### src/rtl/demux1to4_buf.sv
// 1-to-4 demultiplexer with one single-entry holding register per output channel.
// Optional DEMUX_STALL_CNT_EN adds saturating per-channel input stall counters.
module demux1to4_buf #(
    parameter int unsigned bit_size = 18,
    parameter int unsigned CNT_W    = 8
) (
    input  logic                 clk,
    input  logic                 rst,
    input  logic                 in_valid,
    output logic                 in_ready,
    input  logic [bit_size-1:0]  in_data,
    input  logic [1:0]           in_sel,
    output logic [3:0]           out_valid,
    input  logic [3:0]           out_ready,
    output logic [bit_size-1:0]  out0_data,
    output logic [bit_size-1:0]  out1_data,
    output logic [bit_size-1:0]  out2_data,
    output logic [bit_size-1:0]  out3_data,
`ifdef DEMUX_STALL_CNT_EN
    output logic [4*CNT_W-1:0]   stall_cnt,
`endif
    output logic [4*CNT_W-1:0]   acc_cnt
);

    localparam int unsigned NCH = 4;

    typedef enum logic {
        ST_EMPTY = 1'b0,
        ST_FULL  = 1'b1
    } chan_state_t;

    chan_state_t         r_state [NCH];
    logic [bit_size-1:0] r_data  [NCH];
    logic [CNT_W-1:0]    r_acc   [NCH];
    logic                w_accept;

    // Ready only looks at the selected channel; a full slot that drains this cycle can reload.
    assign in_ready = (r_state[in_sel] == ST_EMPTY) | out_ready[in_sel];
    assign w_accept = in_valid & in_ready;

    always_ff @(posedge clk) begin
        if (!rst) begin
            for (int k = 0; k < NCH; k++) begin
                r_state[k] <= ST_EMPTY;
                r_data[k]  <= '0;
                r_acc[k]   <= '0;
            end
        end else begin
            for (int k = 0; k < NCH; k++) begin
                if (w_accept && (in_sel == 2'(k))) begin
                    r_state[k] <= ST_FULL;
                    r_data[k]  <= in_data;
                    r_acc[k]   <= r_acc[k] + CNT_W'(1);
                end else if ((r_state[k] == ST_FULL) && out_ready[k]) begin
                    r_state[k] <= ST_EMPTY;
                end
            end
        end
    end

    genvar g;
    generate
        for (g = 0; g < NCH; g++) begin : g_out
            assign out_valid[g]                 = (r_state[g] == ST_FULL);
            assign acc_cnt[g*CNT_W +: CNT_W]    = r_acc[g];
        end
    endgenerate

    assign out0_data = r_data[0];
    assign out1_data = r_data[1];
    assign out2_data = r_data[2];
    assign out3_data = r_data[3];

`ifdef DEMUX_STALL_CNT_EN
    logic [CNT_W-1:0] r_stall [NCH];
    logic             w_stall;

    assign w_stall = in_valid & ~in_ready;

    // Counts producer cycles blocked on each channel, saturating at all-ones.
    always_ff @(posedge clk) begin
        if (!rst) begin
            for (int k = 0; k < NCH; k++) begin
                r_stall[k] <= '0;
            end
        end else begin
            for (int k = 0; k < NCH; k++) begin
                if (w_stall && (in_sel == 2'(k)) && (r_stall[k] != {CNT_W{1'b1}})) begin
                    r_stall[k] <= r_stall[k] + CNT_W'(1);
                end
            end
        end
    end

    generate
        for (g = 0; g < NCH; g++) begin : g_stall
            assign stall_cnt[g*CNT_W +: CNT_W] = r_stall[g];
        end
    endgenerate
`endif

endmodule

### config.mk
export PLATFORM = sky130hd
export DESIGN_NAME = demux1to4_buf
export DESIGN_NICKNAME = d
export VERILOG_FILES = /design/src/rtl/demux1to4_buf.sv
export SDC_FILE = /design/constraint.sdc
export NUM_CORES = 1
export LEC_CHECK = 0
export CAP_MARGIN = 25
export CELL_PAD_IN_SITES_DETAIL_PLACEMENT = 1
export CELL_PAD_IN_SITES_GLOBAL_PLACEMENT = 1
export CORE_UTILIZATION = 30
export CTS_BUF_LIST = sky130_fd_sc_hd__clkbuf_4
export DETAILED_ROUTE_END_ITERATION = 12
export GPL_ROUTABILITY_DRIVEN = 1
export GPL_TIMING_DRIVEN = 0
export HOLD_SLACK_MARGIN = 0.06
export PLACE_DENSITY = 0.65
export SLEW_MARGIN = 20
export SYNTH_ARGS = -nofsm -noshare
export SYNTH_HDL_FRONTEND = slang
export SYNTH_SLANG_ARGS = --single-unit
### constraint.sdc
create_clock -name clk -period 8 [get_ports clk]
set_input_delay 1.2 -clock clk [delete_from_list [all_inputs] [get_ports clk]]
set_output_delay 1.2 -clock clk [all_outputs]
set_load 0.01 [all_outputs]
==> Word level (Yosys, flattened, before mapping) <==
Memories as Yosys holds them, arrays and structs flattened.
Cells that the tools add are included.
{ "word_totals": {"output_inout_bits": 109, "reg_bits": 0, "mem_bits_rw": 108, "memories": 3} }
{ "memory_table": {"columns": ["memory", "words", "width", "read_ports", "rd_clocked_by_memory_dff", "write_ports", "line", "source"], "rows": [
  ["r_data", 4, 18, 4, 0, 4, "33", "logic [bit_size-1:0] r_data [NCH];"],
  ["r_acc", 4, 8, 4, 0, 4, "34", "logic [CNT_W-1:0] r_acc [NCH];"],
  ["r_state", 4, 1, 5, 0, 4, "32", "chan_state_t r_state [NCH];"]
]} }
{ "op_classes": {"n_bitwise": 19, "n_mux": 47, "eq_ne": 3, "n_lt_le_gt_ge": 1, "addsub": 4, "reduce_logical": 9} }
{ "op_table": {"columns": ["op", "n"], "rows": [
  ["$mux 18", 4],
  ["$mux 1", 38],
  ["$add 8x1->8 const B", 4],
  ["$mux 8", 4],
  ["$or 1x1->1", 17],
  ["$logic_and 1x1->1", 8],
  ["$eq 2x2->1 const B", 2],
  ["$lt 2x3->1 const B", 1],
  ["$bmux 1 s2", 1],
  ["$eq 2x1->1 const B", 1],
  ["$logic_not 2->1", 1],
  ["$and 1x1->1", 1],
  ["$not 1->1", 1]
]} }

==> Logic depth before layout (Yosys ltp) <==
{ "depth": {"word_depth": 10, "mapped_depth": 7, "mapped_depth_nobuf": 4} }

==> Worst setup path after synthesis <==
Ideal clock, no wire load.
{ "synth_timing": {"path_type": "input to register", "start": "in in_valid", "end": "mem r_acc[0][0], enable pin", "slack_ns": 4.232, "setup_time_ns": 0.445, "t_arrival_ns": 3.323, "path_stages": 3, "n_path_buf": 0, "path_cell_list": "nor2b_2 > nand2_1 > o21ai_0"} }
{ "synth_lines": {"columns": ["element", "line", "source"], "rows": [
  ["start, declared", "9", "input logic in_valid,"],
  ["end, declared", "34", null]
]} }

==> Worst setup path after layout <==
{ "layout_timing": {"start": "in in_sel[0]", "end": "out in_ready"} }
{ "layout_via": {"elab_chain_cells": 3, "word_cells_on_any_way": 5, "cone_classes": "mux: 2; bitwise: 2; memory: 1"} }
{ "layout_rtl": {"columns": ["element", "line", "source"], "rows": [
  ["start, declared", "12", "input logic [1:0] in_sel,"],
  ["$mem_v2 4x1 / $bmux 1 s2 (equally long branches)", null, null],
  ["$not 1->1 / $mux 1 (equally long branches)", "38", "assign in_ready = (r_state[in_sel] == ST_EMPTY) | out_ready[in_sel];"],
  ["$or 1x1->1 (*)", "38", null],
  ["end, declared", "10", "output logic in_ready,"]
]} }
Every way passes the cells marked *; elsewhere a longest branch is shown, timed or not. The select of a mux whose other input is x is not followed.

==> metrics.yaml <==
run_status:
  status: "finished, final reports clean"
place:
  dp_cells: 643
  routabilityCongestion: 0.743
  port_buffers: 134
  dpl_cell_area_um2: 6150
  dpl.hpwl_mm: 8.47
yosys:
  yosysTopAreaCell: "edfxtp_1"
  ys_types: 25
  yosys_warnings: 0
  synth_top_flop_cell: "edfxtp_1"
  yosysSeqAreaShare_pct: 71.5
  netlist_instances: 323
  synth_top_area_share_pct: 70.1
  synth_nets: 354
  netlist_area_um2: 4500
  ys_top_cells_by_area: "edfxtp_1 (70%), and2_1 (11%), nand3_1 (1.9%)"
  synth_commonest_cells: "edfxtp_1 (105), and2_1 (76), nand3_1 (17), o21ai_0 (17), nor2_1 (16)"
  synth-seq-cells: 108
  synthArstFlopShare_pct: 0
  synth-edff-count: 105
  yosysMostFrequentCell: "edfxtp_1"
  syn_avg_cell_area_um2: 13.9
global_route:
  grt_pass1_vias: 3222
  antenna_found_initial: 1
  grt_max_degree: 27
  grtUsageTotal_pct: 15.9
  gr-total-overflow: 0
  grt_pass1_wl_mm: 18.5
pwr:
  swShare_pct: 26.1
  combPwrFrac_pct: 12.7
  power_density_nw_per_um2: 170
  power_switching_mw: 0.278
  ir_drop_mv: 0.122
  internal_power_mw: 0.789
  p_clk_share_pct: 24.9
  p_seq_share_pct: 62.4
  leakagePower_nw: 2.23
setup_path:
  criticalPathCategory: "input pin to primary output"
  cpPeakStageDelay_ps: 620
  cp-end-kind: "primary output"
  worstPathArrival_ps: 2870
  crit_chain: "clkdlybuf4s50_1 > mux4_2 > clkdlybuf4s50_1"
  cp_slowest_cell: "clkdlybuf4s50_1"
  worst_ep_required_time_ps: 6800
  worstSetupStartpointType: "input pin"
  cpMostUsedCell: "clkdlybuf4s50_1"
  path_max_fanout: 7
timing:
  fin_skew_ps: 12.3
  slew_headroom_pct: 44.9
  fmax_mhz: 246
  setup_viol: 0
  min_period_ps: 4070
  slew_viol_final: 0
  rsz0062_at_grt: "false"
  hold_viol: 0
  fin_setup_tns_ps: 0
  worst_slew_pin_slew_ps: 824
  fin_hold_ws_ps: 624
  post-route-period-util_pct: 50.9
cells_and_area:
  drive_above_1_share_pct: 7.79
  nets: 501
  final-instance-count-excl-fill: 660
  design_area_um2: 6280
  area_growth_syn_to_layout_pct: 39.7
routing:
  drt_wl_total_mm: 12.0
  drt-vias-per-instance: 4.62
  met3_length_um: 736
  drtIter0Drc: 131
  met1Wirelength_mm: 5.05
  antenna_left: 0
  routed.top_layer: "met4"
  wl_per_cell_um: 18.1
  drcViolationCount: 0
  dr.pass1.iters: 4
  vias: 3049
  met2WireLength_mm: 5.98
floorplanning:
  die_y_um: 124
  initial_core_util_pct: 30.8
  dieArea_um2: 15500
  die_w_um: 124
  num_rows: 44
  core_area_um2: 14600
  ioPinCount: 136
run:
  cap_violations: 0
cts:
  cts_setup_buffers: 0
  htree_levels: 3
  cts_resized: 0
  cts_buffer_depth: 2
  clock-sinks: 108
  cts_root_buf: "clkbuf_4"
  cts.reportedPaths.clkPinSlew_ps: 160
  hold_buffers: 0
  cts_tree: "yes"
  clk-insertion-delay-late_ps: 470
  numCtsBuffers: 9
hold_path:
  hold_path_class: "register to register"
[layer usage]
metal | vias up | GRT usage (%)
li1 | 1447 | -
met1 | 1508 | 18.6
met2 | 80 | 26.7
met3 | 14 | 5.63
met4 | 0 | 5.60
met5 | - | 0
[per-stage QoR]
stage          power [mW]  setup WS, ps  util, %
2_1_floorplan       0.722          4230        -
3_3_place_gp        0.811          1890     41.6
3_5_place_dp        0.817          3910     42.2
4_1_cts              1.08          3910     43.0
5_1_grt              1.11          3860     43.0
6_report             1.07          3930     43.0
[cells in the final DEF, fill, tap and decap left out, types with 2 or more instances in the layout]
master,n
nand4_1,7
xor2_1,6
nor2b_2,2
buf_4,6
clkinvlp_4,4
clkbuf_4,9
o21ai_4,2
buf_2,5
nand3_1,17
nand2b_1,4
o21ai_0,15
clkdlybuf4s50_1,134
ha_1,4
nand2_2,2
or3_1,13
inv_6,2
nor2_1,16
xnor2_1,6
edfxtp_1,105
inv_1,4
buf_16,2
a21oi_1,12
clkbuf_1,3
and2_1,76
dfxtp_1,3
nand2_1,9
[critical path, delay by kind of cell]
kind | cells | cell delay (ps)
multiplexers | 1 | 560
buffers and inverters | 2 | 1110
[cell families (layout without fill, tap and decap cells)]
logic type / Yosys count / after routing / share of synthesized area (%)
XOR/XNOR: 12 / 12 / 2.34
flip-flops: 108 / 108 / 71.5
other: 0 / 1 / 0
adder cells (fa/ha/maj): 4 / 4 / 1.11
multiplexers: 1 / 1 / 0.501
buffers and inverters: 19 / 171 / 2.23
AND/OR/NAND/NOR: 150 / 150 / 19.1
AO/OA/AOI/OAI: 29 / 29 / 3.23
[registers in the layout (all words and copies together) (netlist names)]
name,count
r_acc,32
r_state,4
r_data,72
[final cells by class]
| type | instances | area, um^2 |
|---|---|---|
| Antenna cell | 1 | 2.50 |
| Buffer | 14 | 81.3 |
| Clock buffer | 9 | 67.6 |
| Clock inverter | 7 | 58.8 |
| Fill cell | 1517 | 8310 |
| Inverter | 5 | 18.8 |
| Multi-Input combinational cell | 196 | 1210 |
| Sequential cell | 108 | 3210 |
| Tap cell | 184 | 230 |
| Timing Repair Buffer | 136 | 1400 |
[power groups by stage]
stage	Sequential (mW)	Clock, mW	Combinational (mW)
6_report	0.666	0.266	0.135
5_1_grt	0.670	0.297	0.145
4_1_cts	0.666	0.277	0.138
3_5_place_dp	0.679	0	0.138
3_3_place_gp	0.680	0	0.130
2_1_floorplan	0.691	0	0.0310
[path summary, 6_finish.rpt]
check	startpoint	end	slack, ps	depth (start not counted)
min reg2reg	r_state[2]	r_state[2]	620	2
min	r_state[2]	r_state[2]	620	2
max reg2reg	r_state[3]	r_data[0][66]	6230	3
max	in_sel[0]	in_ready	3930	3
(Power assumes the default switching activity.)
